===== src/rtl/fpu_result_tracker.sv =====
// fpu_result_tracker
//   Tags every operation issued to the fpu, delays the tag by the fpu's fixed
//   pipeline latency, pairs it with the fpu result/flags at retirement and
//   buffers the complete record in a show-ahead FIFO drained by valid/ready.
//   Also keeps issue, exception and drop statistics.
//
// Ports
//   clk, reset_n            clock, asynchronous active-low reset
//   in_valid/op/opA/opB     operation presented to the fpu this cycle
//   fpu_out, fpu_flags      fpu result and flags, sampled when a tag retires
//                           flags = {div_by_zero, zero, underflow, overflow,
//                                    ine, qnan, snan, inf}
//   clr                     synchronous clear of counters and drop_sticky
//   out_valid/out_ready     FIFO head handshake
//   out_op/opA/opB/result/flags  head record (all zero when empty)
//   fifo_count              occupied entries
//   drop_sticky             set once any record has been dropped
//   cnt_issued/exc/dropped  saturating statistics counters
module fpu_result_tracker #(
    parameter int LATENCY    = 4,
    parameter int FIFO_DEPTH = 8,
    parameter int CNT_W      = 16
) (
    input  logic                              clk,
    input  logic                              reset_n,
    input  logic                              in_valid,
    input  logic [2:0]                        in_op,
    input  logic [31:0]                       in_opA,
    input  logic [31:0]                       in_opB,
    input  logic [31:0]                       fpu_out,
    input  logic [7:0]                        fpu_flags,
    input  logic                              clr,
    output logic                              out_valid,
    input  logic                              out_ready,
    output logic [2:0]                        out_op,
    output logic [31:0]                       out_opA,
    output logic [31:0]                       out_opB,
    output logic [31:0]                       out_result,
    output logic [7:0]                        out_flags,
    output logic [$clog2(FIFO_DEPTH+1)-1:0]   fifo_count,
    output logic                              drop_sticky,
    output logic [CNT_W-1:0]                  cnt_issued,
    output logic [CNT_W-1:0]                  cnt_exc,
    output logic [CNT_W-1:0]                  cnt_dropped
);

    localparam int PW = $clog2(FIFO_DEPTH);
    localparam int CW = $clog2(FIFO_DEPTH + 1);

    // Tag pipeline
    logic        p_valid [LATENCY];
    logic [2:0]  p_op    [LATENCY];
    logic [31:0] p_opA   [LATENCY];
    logic [31:0] p_opB   [LATENCY];

    // Capture register: record formed on the retirement edge
    logic        cap_valid;
    logic [2:0]  cap_op;
    logic [31:0] cap_opA;
    logic [31:0] cap_opB;
    logic [31:0] cap_res;
    logic [7:0]  cap_flags;

    // FIFO storage
    logic [2:0]  mem_op    [FIFO_DEPTH];
    logic [31:0] mem_opA   [FIFO_DEPTH];
    logic [31:0] mem_opB   [FIFO_DEPTH];
    logic [31:0] mem_res   [FIFO_DEPTH];
    logic [7:0]  mem_flags [FIFO_DEPTH];
    logic [PW-1:0] wr_ptr;
    logic [PW-1:0] rd_ptr;
    logic [CW-1:0] count;

    logic retire;
    logic exc;
    logic pop;
    logic push;
    logic drop;

    assign retire = p_valid[LATENCY-1];
    // snan, qnan, overflow, underflow, div_by_zero; ine/inf/zero do not count
    assign exc    = fpu_flags[7] | fpu_flags[5] | fpu_flags[4] | fpu_flags[2] | fpu_flags[1];

    assign out_valid = (count != '0);
    assign pop       = out_valid && out_ready;
    assign push      = cap_valid && ((count < CW'(FIFO_DEPTH)) || pop);
    assign drop      = cap_valid && !push;

    always_ff @(posedge clk or negedge reset_n) begin
        if (!reset_n) begin
            for (int unsigned k = 0; k < LATENCY; k++) p_valid[k] <= 1'b0;
            cap_valid <= 1'b0;
        end else begin
            p_valid[0] <= in_valid;
            for (int unsigned k = 1; k < LATENCY; k++) p_valid[k] <= p_valid[k-1];
            cap_valid <= retire;
        end
    end

    // Data paths need no reset: every consumer is qualified by a valid bit.
    always_ff @(posedge clk) begin
        p_op[0]  <= in_op;
        p_opA[0] <= in_opA;
        p_opB[0] <= in_opB;
        for (int unsigned k = 1; k < LATENCY; k++) begin
            p_op[k]  <= p_op[k-1];
            p_opA[k] <= p_opA[k-1];
            p_opB[k] <= p_opB[k-1];
        end
        if (retire) begin
            cap_op    <= p_op[LATENCY-1];
            cap_opA   <= p_opA[LATENCY-1];
            cap_opB   <= p_opB[LATENCY-1];
            cap_res   <= fpu_out;
            cap_flags <= fpu_flags;
        end
        if (push) begin
            mem_op[wr_ptr]    <= cap_op;
            mem_opA[wr_ptr]   <= cap_opA;
            mem_opB[wr_ptr]   <= cap_opB;
            mem_res[wr_ptr]   <= cap_res;
            mem_flags[wr_ptr] <= cap_flags;
        end
    end

    // Pointers wrap naturally since FIFO_DEPTH is a power of two
    always_ff @(posedge clk or negedge reset_n) begin
        if (!reset_n) begin
            wr_ptr <= '0;
            rd_ptr <= '0;
            count  <= '0;
        end else begin
            if (push) wr_ptr <= wr_ptr + 1'b1;
            if (pop)  rd_ptr <= rd_ptr + 1'b1;
            if (push && !pop)      count <= count + 1'b1;
            else if (pop && !push) count <= count - 1'b1;
        end
    end

    // Statistics; clr wins over any increment on the same edge
    always_ff @(posedge clk or negedge reset_n) begin
        if (!reset_n) begin
            cnt_issued  <= '0;
            cnt_exc     <= '0;
            cnt_dropped <= '0;
            drop_sticky <= 1'b0;
        end else if (clr) begin
            cnt_issued  <= '0;
            cnt_exc     <= '0;
            cnt_dropped <= '0;
            drop_sticky <= 1'b0;
        end else begin
            if (in_valid && (cnt_issued != '1))       cnt_issued  <= cnt_issued + 1'b1;
            if (retire && exc && (cnt_exc != '1))     cnt_exc     <= cnt_exc + 1'b1;
            if (drop && (cnt_dropped != '1))          cnt_dropped <= cnt_dropped + 1'b1;
            if (drop)                                 drop_sticky <= 1'b1;
        end
    end

    assign fifo_count = count;
    assign out_op     = out_valid ? mem_op[rd_ptr]    : '0;
    assign out_opA    = out_valid ? mem_opA[rd_ptr]   : '0;
    assign out_opB    = out_valid ? mem_opB[rd_ptr]   : '0;
    assign out_result = out_valid ? mem_res[rd_ptr]   : '0;
    assign out_flags  = out_valid ? mem_flags[rd_ptr] : '0;

endmodule


===== config.mk =====
export PLATFORM = sky130hd
export DESIGN_NAME = fpu_result_tracker
export DESIGN_NICKNAME = d
export VERILOG_FILES = /design/src/rtl/fpu_result_tracker.sv
export SDC_FILE = /design/constraint.sdc
export NUM_CORES = 1
export LEC_CHECK = 0
export BUFFER_PORTS_ARGS = -buffer_cell sky130_fd_sc_hd__buf_4
export CAP_MARGIN = 20
export CORE_ASPECT_RATIO = 0.75
export CORE_UTILIZATION = 46
export DETAILED_ROUTE_END_ITERATION = 8
export PLACE_DENSITY_LB_ADDON = 0.25
export SETUP_SLACK_MARGIN = 0.3
export SLEW_MARGIN = 5
export SYNTH_ARGS = -nofsm -noshare
export SYNTH_HDL_FRONTEND = slang
export SYNTH_SLANG_ARGS = --single-unit

===== constraint.sdc =====
create_clock -name clk -period 19.6 [get_ports clk]
set_input_delay 0 -clock clk [delete_from_list [all_inputs] [get_ports clk]]
set_output_delay 0 -clock clk [all_outputs]
set_load 0.01 [all_outputs]

Word level (Yosys, flattened, before mapping) --
Memory sizes are Yosys's and may differ from the RTL's. A register that Yosys moved wholly into a read port is not among the register bits. Cells that the tools add are included.
Word-level totals: logic and storage cells 72, input port bits 112, output and inout port bits 161, register bits 104, bits in writable memories 1124, memories kept 8
Operators by class: bitwise operators 4, multiplexer cells 17, order comparisons 1, $add $sub $neg 7, equal/unequal tests 3, reductions and logical operators 18
Memory list:
- mem_opA | depth 8, width 32, read ports 1, clocked after memory_dff 0, write ports 1, line 66 | logic [31:0] mem_opA [FIFO_DEPTH];
- mem_opB | depth 8, width 32, read ports 1, clocked after memory_dff 0, write ports 1, line 67 | logic [31:0] mem_opB [FIFO_DEPTH];
- mem_res | depth 8, width 32, read ports 1, clocked after memory_dff 0, write ports 1, line 68 | logic [31:0] mem_res [FIFO_DEPTH];
- p_opA | depth 4, width 32, read ports 4, clocked after memory_dff 1, write ports 4, line 53 | logic [31:0] p_opA [LATENCY];
- p_opB | depth 4, width 32, read ports 4, clocked after memory_dff 1, write ports 4, line 54 | logic [31:0] p_opB [LATENCY];
- mem_flags | depth 8, width 8, read ports 1, clocked after memory_dff 0, write ports 1, line 69 | logic [7:0] mem_flags [FIFO_DEPTH];
- 2 more memories
Operators by type and width (count):
- two-way mux 16 bit | 6
- two-way mux 32 bit | 3
- adder 16 x 1 -> 16 bit (second input constant) | 3
- inequality test 16 bit (second input constant) | 3
- nonzero test 2 bit | 5
- logical AND 1 bit | 9
- two-way mux 4 bit | 2
- two-way mux 8 bit | 1
- adder 3 x 1 -> 3 bit (second input constant) | 2
- adder 4 x 1 -> 4 bit (second input constant) | 1
- less-than comparator 4 bit (second input constant) | 1
- two-way mux 1 bit | 4
- OR 1 bit | 4
- nonzero test 4 bit | 1
- subtractor 4 x 1 -> 4 bit (second input constant) | 1
- two-way mux 3 bit | 1
- logical NOT 1 bit | 2
- logical OR 1 bit | 1

Depth between registers and ports, before layout --
Gate-level depths: netlist of run 1.
word-level depth 9, depth in mapped cells 11, depth with buffers taken out 10

Worst setup path before layout of run 1 --
Ideal clock, no wire load.
kind register to register, from register count[3] (netlist: fifo_count[3]), to memory mem_flags[0][0], enable pin, buffers on the path 1, required time 18896 ps, setup time 704 ps, arrival time 8301 ps, period minus slack after synthesis 9005 ps, stages on the path, launching flop included 5, path slack 10595 ps, cell sequence dfrtp_1 > buf_2 > a21boi_1 > nand2b_1 > nor3_1
On the way: cells in the longest elaborated chain, start to end 6, elaborated cells between the ends (all ways) 7, classes of those cells order compare: 1; mux: 2; reduce/logical: 4
Ends and longest elaborated chain:
- start: declaration | line 72 | logic [CW-1:0] count;
- start signal: assignment | line 135 | if (push && !pop) count <= count + 1'b1;
- start signal: assignment | line 136 | else if (pop && !push) count <= count - 1'b1;
- parallel branches: the longest is 2 deep, another holds less-than comparator 4 bit
- logical OR 1 bit * | line 86 | assign push = cap_valid && ((count < CW'(FIFO_DEPTH)) || pop);
- logical AND 1 bit * | line 86
- net push | line 77 | logic push;
- two-way mux 1 bit * | line 117 | if (push) begin
- two-way mux 1 bit (not written as such) * | line 122 | mem_flags[wr_ptr] <= cap_flags;
- end: declaration | line 69
Mark *: on every way through the listed nets, which the timed path passes.

Worst setup path in the final report of run 1 --
from register rd_ptr[0], to output out_result[23]
On the way: cells in the longest elaborated chain, start to end 2
Ends and longest elaborated chain:
- start: declaration | line 71 | logic [PW-1:0] rd_ptr;
- start signal: assignment | line 134 | if (pop) rd_ptr <= rd_ptr + 1'b1;
- memory read (8 x 32 bit)
- two-way mux 32 bit | line 164 | assign out_result = out_valid ? mem_res[rd_ptr] : '0;
- end: declaration | line 38 | output logic [31:0] out_result,
Every way passes these cells.

==> summary.md, run 1 <==
| Metric | Value |
|---|---|
| CTS max path bufs | 3 |
| Final hold vios | 0 |
| Nets | 2755 |
| Yosys cell types | 52 |
| Post-CTS setup buffer count | 0 |
| Post-synthesis cell type with the largest combined area | edfxtp_1 |
| Peak VDD IR | 93.59 uV |
| Min Tclk post-route | 4.550 ns |
| DR vias | 21.49k |
| Post-synth ARST share | 0.04942 |
| Clock Tree Root | clkbuf_16 |
| Final setup margin | 15.05 ns |
| WL/cell | 22.47 um |
| Slew headroom | 0.3301 |
| Crit path cell chain | buf_4, buf_4, mux4_2, mux2i_1, nor2_1, buf_4 |
| Grt ovf | 0 |
| CTS sink cnt | 1295 |
| Synthesized area | 44390 um2 |
| Switching Fraction | 0.2802 |
| # port buffers | 272 |
| Synthesized net count | 2217 |
| Most common cell in the netlist | edfxtp_1 |
| Io pins | 273 |
| Critical path peak fanout | 48 |
| Antenna diodes | 0 |
| Vias in the first global route | 22.51k |
| Crit path arrival time | 4.55 ns |
| EDFF count, synth | 963 |
| Largest net degree at the start of global routing | 65 |
| Layout cells sized above 1 | 0.2745 |
| Post-synth top flop | edfxtp_1 |
| Yosys warnings | 0 |
| Critical path's slowest cell | dfrtp_4 |
| Unrepaired setup endpoints after global routing | no |
| Power Density | 140.7 nW/um2 |
| Critical Path RT | 19.60 ns |
| Slew at the pin closest to its max-slew limit | 0.9981 ns |
| Total number of H-tree levels | 3 |
| Max stage delay on crit path | 1.07 ns |
| Via density | 5.386 |
| Tot GR Track Use | 0.1846 |
| Synth Register Bits | 1295 |
| CP endpoint kind | output port |
| HP Class | in2reg |
| Average size of a mapped cell | 21.18 um2 |
| First drt pass iteration count | 5 |
| Final WL | 89650 um |
| Clk network pwr share | 0.309 |
| Synth area leaders | edfxtp_1 65%, dfxtp_1 12%, mux4_2 11%, dfrtp_1 3.6%, mux2i_1 2.5% |
| Crit-path most repeated cell | buf_4 |
| DRC violations left | 0 |
| Gpl congestion | 0.7908 |
| Reg clk slew, reported paths | 0.07 ns |
| Area grow syn2layout | 21.78% |
| Worst-Skew Late Latency | 0.71 ns |
| P_int | 0.005475 W |
| Most frequent cells after synthesis | 963 x edfxtp_1, 268 x dfxtp_1, 214 x mux4_2 |
| Cts bufs inserted | 119 |
| Total Negative Setup Slacks | 0 ns |
| Setup WS pre-CTS | 15.60 ns |
| Max-cap violations | 0 |
| Iteration-0 DRC count of the detailed router | 1597 |
| Area of the core | 95400 um2 |
| First-pass GRT wire length | 136300 um |
| CTS tree | done |
| Routed Antenna Nets | 0 |
| F_max | 219.8 MHz |
| Chip height | 271.0 um |
| Outcome | finished clean |
| Mapped Cells | 2096 |
| P_leak | 19.04 nW |
| Initial Util | 0.4653 |
| Post-DP HPWL | 47970 um |
| Row count | 98 |
| CP Launch Type | flop |
| Yosys top cell area share | 0.6515 |
| Initial antenna violation count | 3 |
| Final Skew | 0.04277 ns |
| Gate power share | 0.246 |
| Final worst path period share | 0.2321 |
| Reg power frac | 0.445 |
| Die width | 360.7 um |
| Final Max Tran Viols | 0 |
| Seq/Total Area, Yosys | 0.8085 |
| Net load switching power | 0.002132 W |
| Final setup fails | 0 |
| Die area | 97750 um2 |
| WS Path Type | reg2out |
-- per-stage QoR --
step / util / instances / hold slack [ns] / instance area, um2 / power [W]
CTS: 0.5666 / 3990 / 0.0008183 / 54050 / 0.007720
floorplan: - / 2096 / -0.2956 / 44390 / 0.004567
global placement: 0.5028 / 3565 / 0.1041 / 47970 / 0.005315
global route: 0.5666 / 3990 / 0.002944 / 54050 / 0.007933
finish: 0.5666 / 3990 / 0.03774 / 54050 / 0.007607
detailed placement: 0.5028 / 3565 / 0.1056 / 47970 / 0.005336
-- power by group through the flow --
stage          registers (W)  logic (W)  clock network (W)
4_1_cts              0.00339    0.00192            0.00240
5_1_grt              0.00342    0.00201            0.00251
3_5_place_dp         0.00345    0.00188                  0
2_1_floorplan        0.00338    0.00119                  0
6_report             0.00339    0.00187            0.00235
3_3_place_gp         0.00343    0.00188                  0
-- final timing paths --
check                                   start        endpoint  slack, ns  depth (start not counted)
worst max-delay path                rd_ptr[0]  out_result[23]      15.05                          6
worst min-delay path              fpu_out[16]     cap_res[16]       0.04                          2
worst max register to register  fifo_count[3]  mem_opA[5][22]      16.36                          4
worst min register to register   p_opA[0][29]    p_opA[1][29]       0.31                          0
max in group asynchronous             reset_n          retire      18.87                          4
min in group asynchronous             reset_n     cnt_exc[11]       0.41                          4
-- metal layers --
metal | wire length, um | track usage | part of all wire
met3 | 4325 | 0.03369 | 0.048
met2 | 44000 | 0.3012 | 0.49
met1 | 39320 | 0.2575 | 0.44
met4 | 1970 | 0.04737 | 0.022
met5 | 34 | 0 | 0.00038
-- repair_timing --
action | in CTS | in global routing
endpoints found under the hold margin | 227 | 0
hold buffers | 198 | 0
resized for setup | 0 | 0
endpoints found under the setup margin | 0 | 0
-- worst max-delay path: cells and delay by family, from the launching register on --
family	cells	cell delay [ns]
flip-flops	1	1.07
AND/OR/NAND/NOR	1	0.11
multiplexers	2	0.76
buffers and inverters	3	1.85
-- cells in the final DEF, fill, tap and decap left out, types with 10 or more instances in the layout --
cell type,count
a21oi_1,31
buf_4,304
clkbuf_1,17
clkbuf_16,128
clkbuf_8,13
clkinv_1,10
clkinv_2,27
dfrtp_1,60
dfxtp_1,268
dlygate4sd3_1,197
edfxtp_1,963
inv_1,11
mux2_2,17
mux2i_1,110
mux4_2,214
nand2_1,22
nand3_1,16
nand4_1,12
nor2_1,132
nor2b_1,11
o31ai_1,17
or3_1,11
or4_1,16
-- cells by family after synthesis --
logic type / synth area share
muxes: 0.1377
DFF: 0.8085
buffers and inverters: 0.008767
and+or+nand+nor: 0.02991
AOI/OAI and AO/OA: 0.01105
adders and majority gates: 0.002706
xor gates and xnor gates: 0.001381
-- sequential cells by signal (all words and copies together), names as in the netlist --
register     count
retire           1
cap_flags        8
p_opA          128
drop_sticky      1
mem_opA        256
rd_ptr           3
mem_op          24
wr_ptr           3
fifo_count       4
p_valid          3
p_op            12
cap_valid        1
mem_res        256
cap_opA         32
cnt_dropped     16
mem_flags       64
cap_op           3
cnt_issued      16
p_opB          128
cap_res         32
cnt_exc         16
cap_opB         32
mem_opB        256
-- layout make-up --
type / instances / area [um2]
Clock buffer: 164 / 3478
Tap cell: 1250 / 1564
Multi-Input combinational cell: 704 / 8175
Sequential cell: 1295 / 35900
Fill cell: 7154 / 41350
Timing Repair Buffer: 502 / 4282
Inverter: 12 / 45.04
Clock inverter: 63 / 606.8
Power figures use the tool's default switching activity.
==> run 2, diff against run 1 <==
==> constraint.sdc (replaced) <==
create_clock -name clk -period 3.98 [get_ports clk]
set_input_delay 0 -clock clk [delete_from_list [all_inputs] [get_ports clk]]
set_output_delay 0 -clock clk [all_outputs]
set_load 0.01 [all_outputs]
==> summary.md, run 2 (same netlist as run 1, synthesis figures left out) <==
| Metric | Value |
|---|---|
| Unrepaired setup endpoints after global routing | no (unchanged) |
| Crit path max-delay family | flip-flops (was buffers and inverters) |
| Tot GR Track Use | 0.1855 (was 0.1846) |
| Total Negative Setup Slacks | 0 ns (unchanged) |
| Final WL | 89510 um (was 89650 um) |
| F_max | 304.5 MHz |
| WHS Endpoint | cap_res[4] (was cap_res[16]) |
| Layout cells sized above 1 | 0.2722 (was 0.2745) |
| Crit path arrival time | 3.28 ns (was 4.55 ns) |
| Most frequent cells in the layout | 963 x edfxtp_1, 287 x buf_4, 268 x dfxtp_1 (was 963 x edfxtp_1, 304 x buf_4, 268 x dfxtp_1) |
| R2R Setup Slk | 1.42 ns (was 16.36 ns) |
| Routed Antenna Nets | 0 (unchanged) |
| Largest net degree at the start of global routing | 109 (was 65) |
| CP endpoint kind | output port (unchanged) |
| Die width | 360.7 um (unchanged) |
| P_leak | 19.20 nW (was 19.04 nW) |
| Max-cap violations | 0 (unchanged) |
| Worst R2R Path Depth | 10 (was 4) |
| CTS max path bufs | 3 (unchanged) |
| Critical Path RT | 3.98 ns (was 19.60 ns) |
| Crit path cell chain | buf_4, mux4_2, mux2i_1, nor2_1, buf_4 (was buf_4, buf_4, mux4_2, mux2i_1, nor2_1, buf_4) |
| Power Density | 692.9 nW/um2 (was 140.7 nW/um2) |
| Cts bufs inserted | 117 (was 119) |
| Placed instance area | 48430 um2 (was 47970 um2) |
| First drt pass iteration count | 5 (unchanged) |
| Chip height | 271.0 um (unchanged) |
| Critical path peak fanout | 38 (was 48) |
| Row count | 98 (unchanged) |
| Final setup fails | 0 (unchanged) |
| Peak VDD IR | 496.3 uV (was 93.59 uV) |
| Total number of H-tree levels | 3 (unchanged) |
| Max stage delay on crit path | 0.87 ns (was 1.07 ns) |
| WS Path Type | reg2out (unchanged) |
| Area of the core | 95400 um2 (unchanged) |
| Post-CTS setup buffer count | 0 (unchanged) |
| Outcome | finished clean (unchanged) |
| Min Tclk post-route | 3.284 ns |
| CP Launch Type | flop (unchanged) |
| Most common cell after layout, fill and taps aside | edfxtp_1 (unchanged) |
| Initial Util | 0.4653 (unchanged) |
| Final hold vios | 0 (unchanged) |
| Final worst path period share | 0.8251 |
| CTS sink cnt | 1295 (unchanged) |
| Hold_sp | fpu_out[4] (was fpu_out[16]) |
| Final Max Tran Viols | 0 (unchanged) |
| HP Class | in2reg (unchanged) |
| Area grow syn2layout | 22.81% (was 21.78%) |
| R2R Path Start | fifo_count[3] (unchanged) |
| R2R Path End | fifo_count[3] (was mem_opA[5][22]) |
| Largest regs | mem_opA (256), mem_opB (256), mem_res (256) (unchanged) |
| CTS tree | done (unchanged) |
| DR vias | 21.38k (was 21.49k) |
| First-pass GRT wire length | 136500 um (was 136300 um) |
| Gpl congestion | 0.7583 (was 0.7908) |
| Hold Slack | 0.04501 ns (was 0.03774 ns) |
| # port buffers | 272 (unchanged) |
| Vias in the first global route | 22.42k (was 22.51k) |
| Hold path depth | 2 (unchanged) |
| Initial antenna violation count | 1 (was 3) |
| Clock Tree Root | clkbuf_16 (unchanged) |
| Crit-path most repeated cell | buf_4 (unchanged) |
| Slew at the pin closest to its max-slew limit | 1.048 ns (was 0.9981 ns) |
| Critical path's slowest cell | dfrtp_4 (unchanged) |
| Worst Path Buf+Inv | 2 (was 3) |
| Nets | 2774 (was 2755) |
| Iteration-0 DRC count of the detailed router | 1712 (was 1597) |
| Slew headroom | 0.2994 (was 0.3301) |
| Grt ovf | 0 (unchanged) |
| Final Skew | 0.02679 ns (was 0.04277 ns) |
| Final Util | 0.5714 (was 0.5666) |
| Antenna diodes | 0 (unchanged) |
| WL/cell | 22.37 um (was 22.47 um) |
| Io pins | 273 (unchanged) |
| Design Area, Final | 54510 um2 (was 54050 um2) |
| DRC violations left | 0 (unchanged) |
| Via density | 5.343 (was 5.386) |
| Die area | 97750 um2 (unchanged) |
| Post-DP HPWL | 48440 um (was 47970 um) |
| Reg clk slew, reported paths | 0.06 ns (was 0.07 ns) |
| Worst-Skew Late Latency | 0.71 ns (about the same) |
## run 2: cell type report
type	instances	area, um2
timing repair buffer	523	4806
clock inverter	56	674.4
tap	1250	1564
inverter	12	45.04
fill	7088	40890
clock buffer	162	3308
multi-input combinational	704	8214
sequential	1295	35900
## run 2: how the worst max path moves through the flow
stage | slack (ns) | depth (start not counted) | endpoint | start
global placement | 1.22 | 5 | out_opA[20] | fifo_count[3]
detailed placement | 1.14 | 5 | out_opA[20] | fifo_count[3]
global route | 0.51 | 6 | out_opB[8] | rd_ptr[0]
floorplan | -0.20 | 4 | mem_flags[2][0] | fifo_count[3]
finish | 0.70 | 5 | out_op[0] | rd_ptr[1]
CTS | 0.36 | 5 | out_opA[20] | fifo_count[3]
## run 2: power by group
part | switching, W | internal, W
logic | 0.00497 | 0.00470
registers | 0.000681 | 0.0159
clock network | 0.00486 | 0.00668
total | 0.0105 | 0.0273
## run 2: per-layer routing
metal / GRT usage / routed length, um / up-vias
met5: 0 / 0 / -
met4: 0.04087 / 1542 / 0
met3: 0.03336 / 3832 / 115
met2: 0.3008 / 43500 / 474
met1: 0.2635 / 40630 / 11290
li1: - / - / 9504
## run 2: timing repair
action | CTS | global route
hold buffers | 208 | 0
endpoints found under the setup margin | 0 | 1
endpoints found under the hold margin | 227 | 0
gates resized for setup | 0 | 1
## run 2: through the flow
stage / worst slack [ns] / power, W / instances
after floorplan: -0.1990 / 0.02242 / 2096
after global placement: 1.221 / 0.02647 / 3576
after detailed placement: 1.142 / 0.02662 / 3576
after CTS: 0.3581 / 0.03832 / 4002
after global routing: 0.5111 / 0.03938 / 4002
final: 0.6962 / 0.03777 / 4002
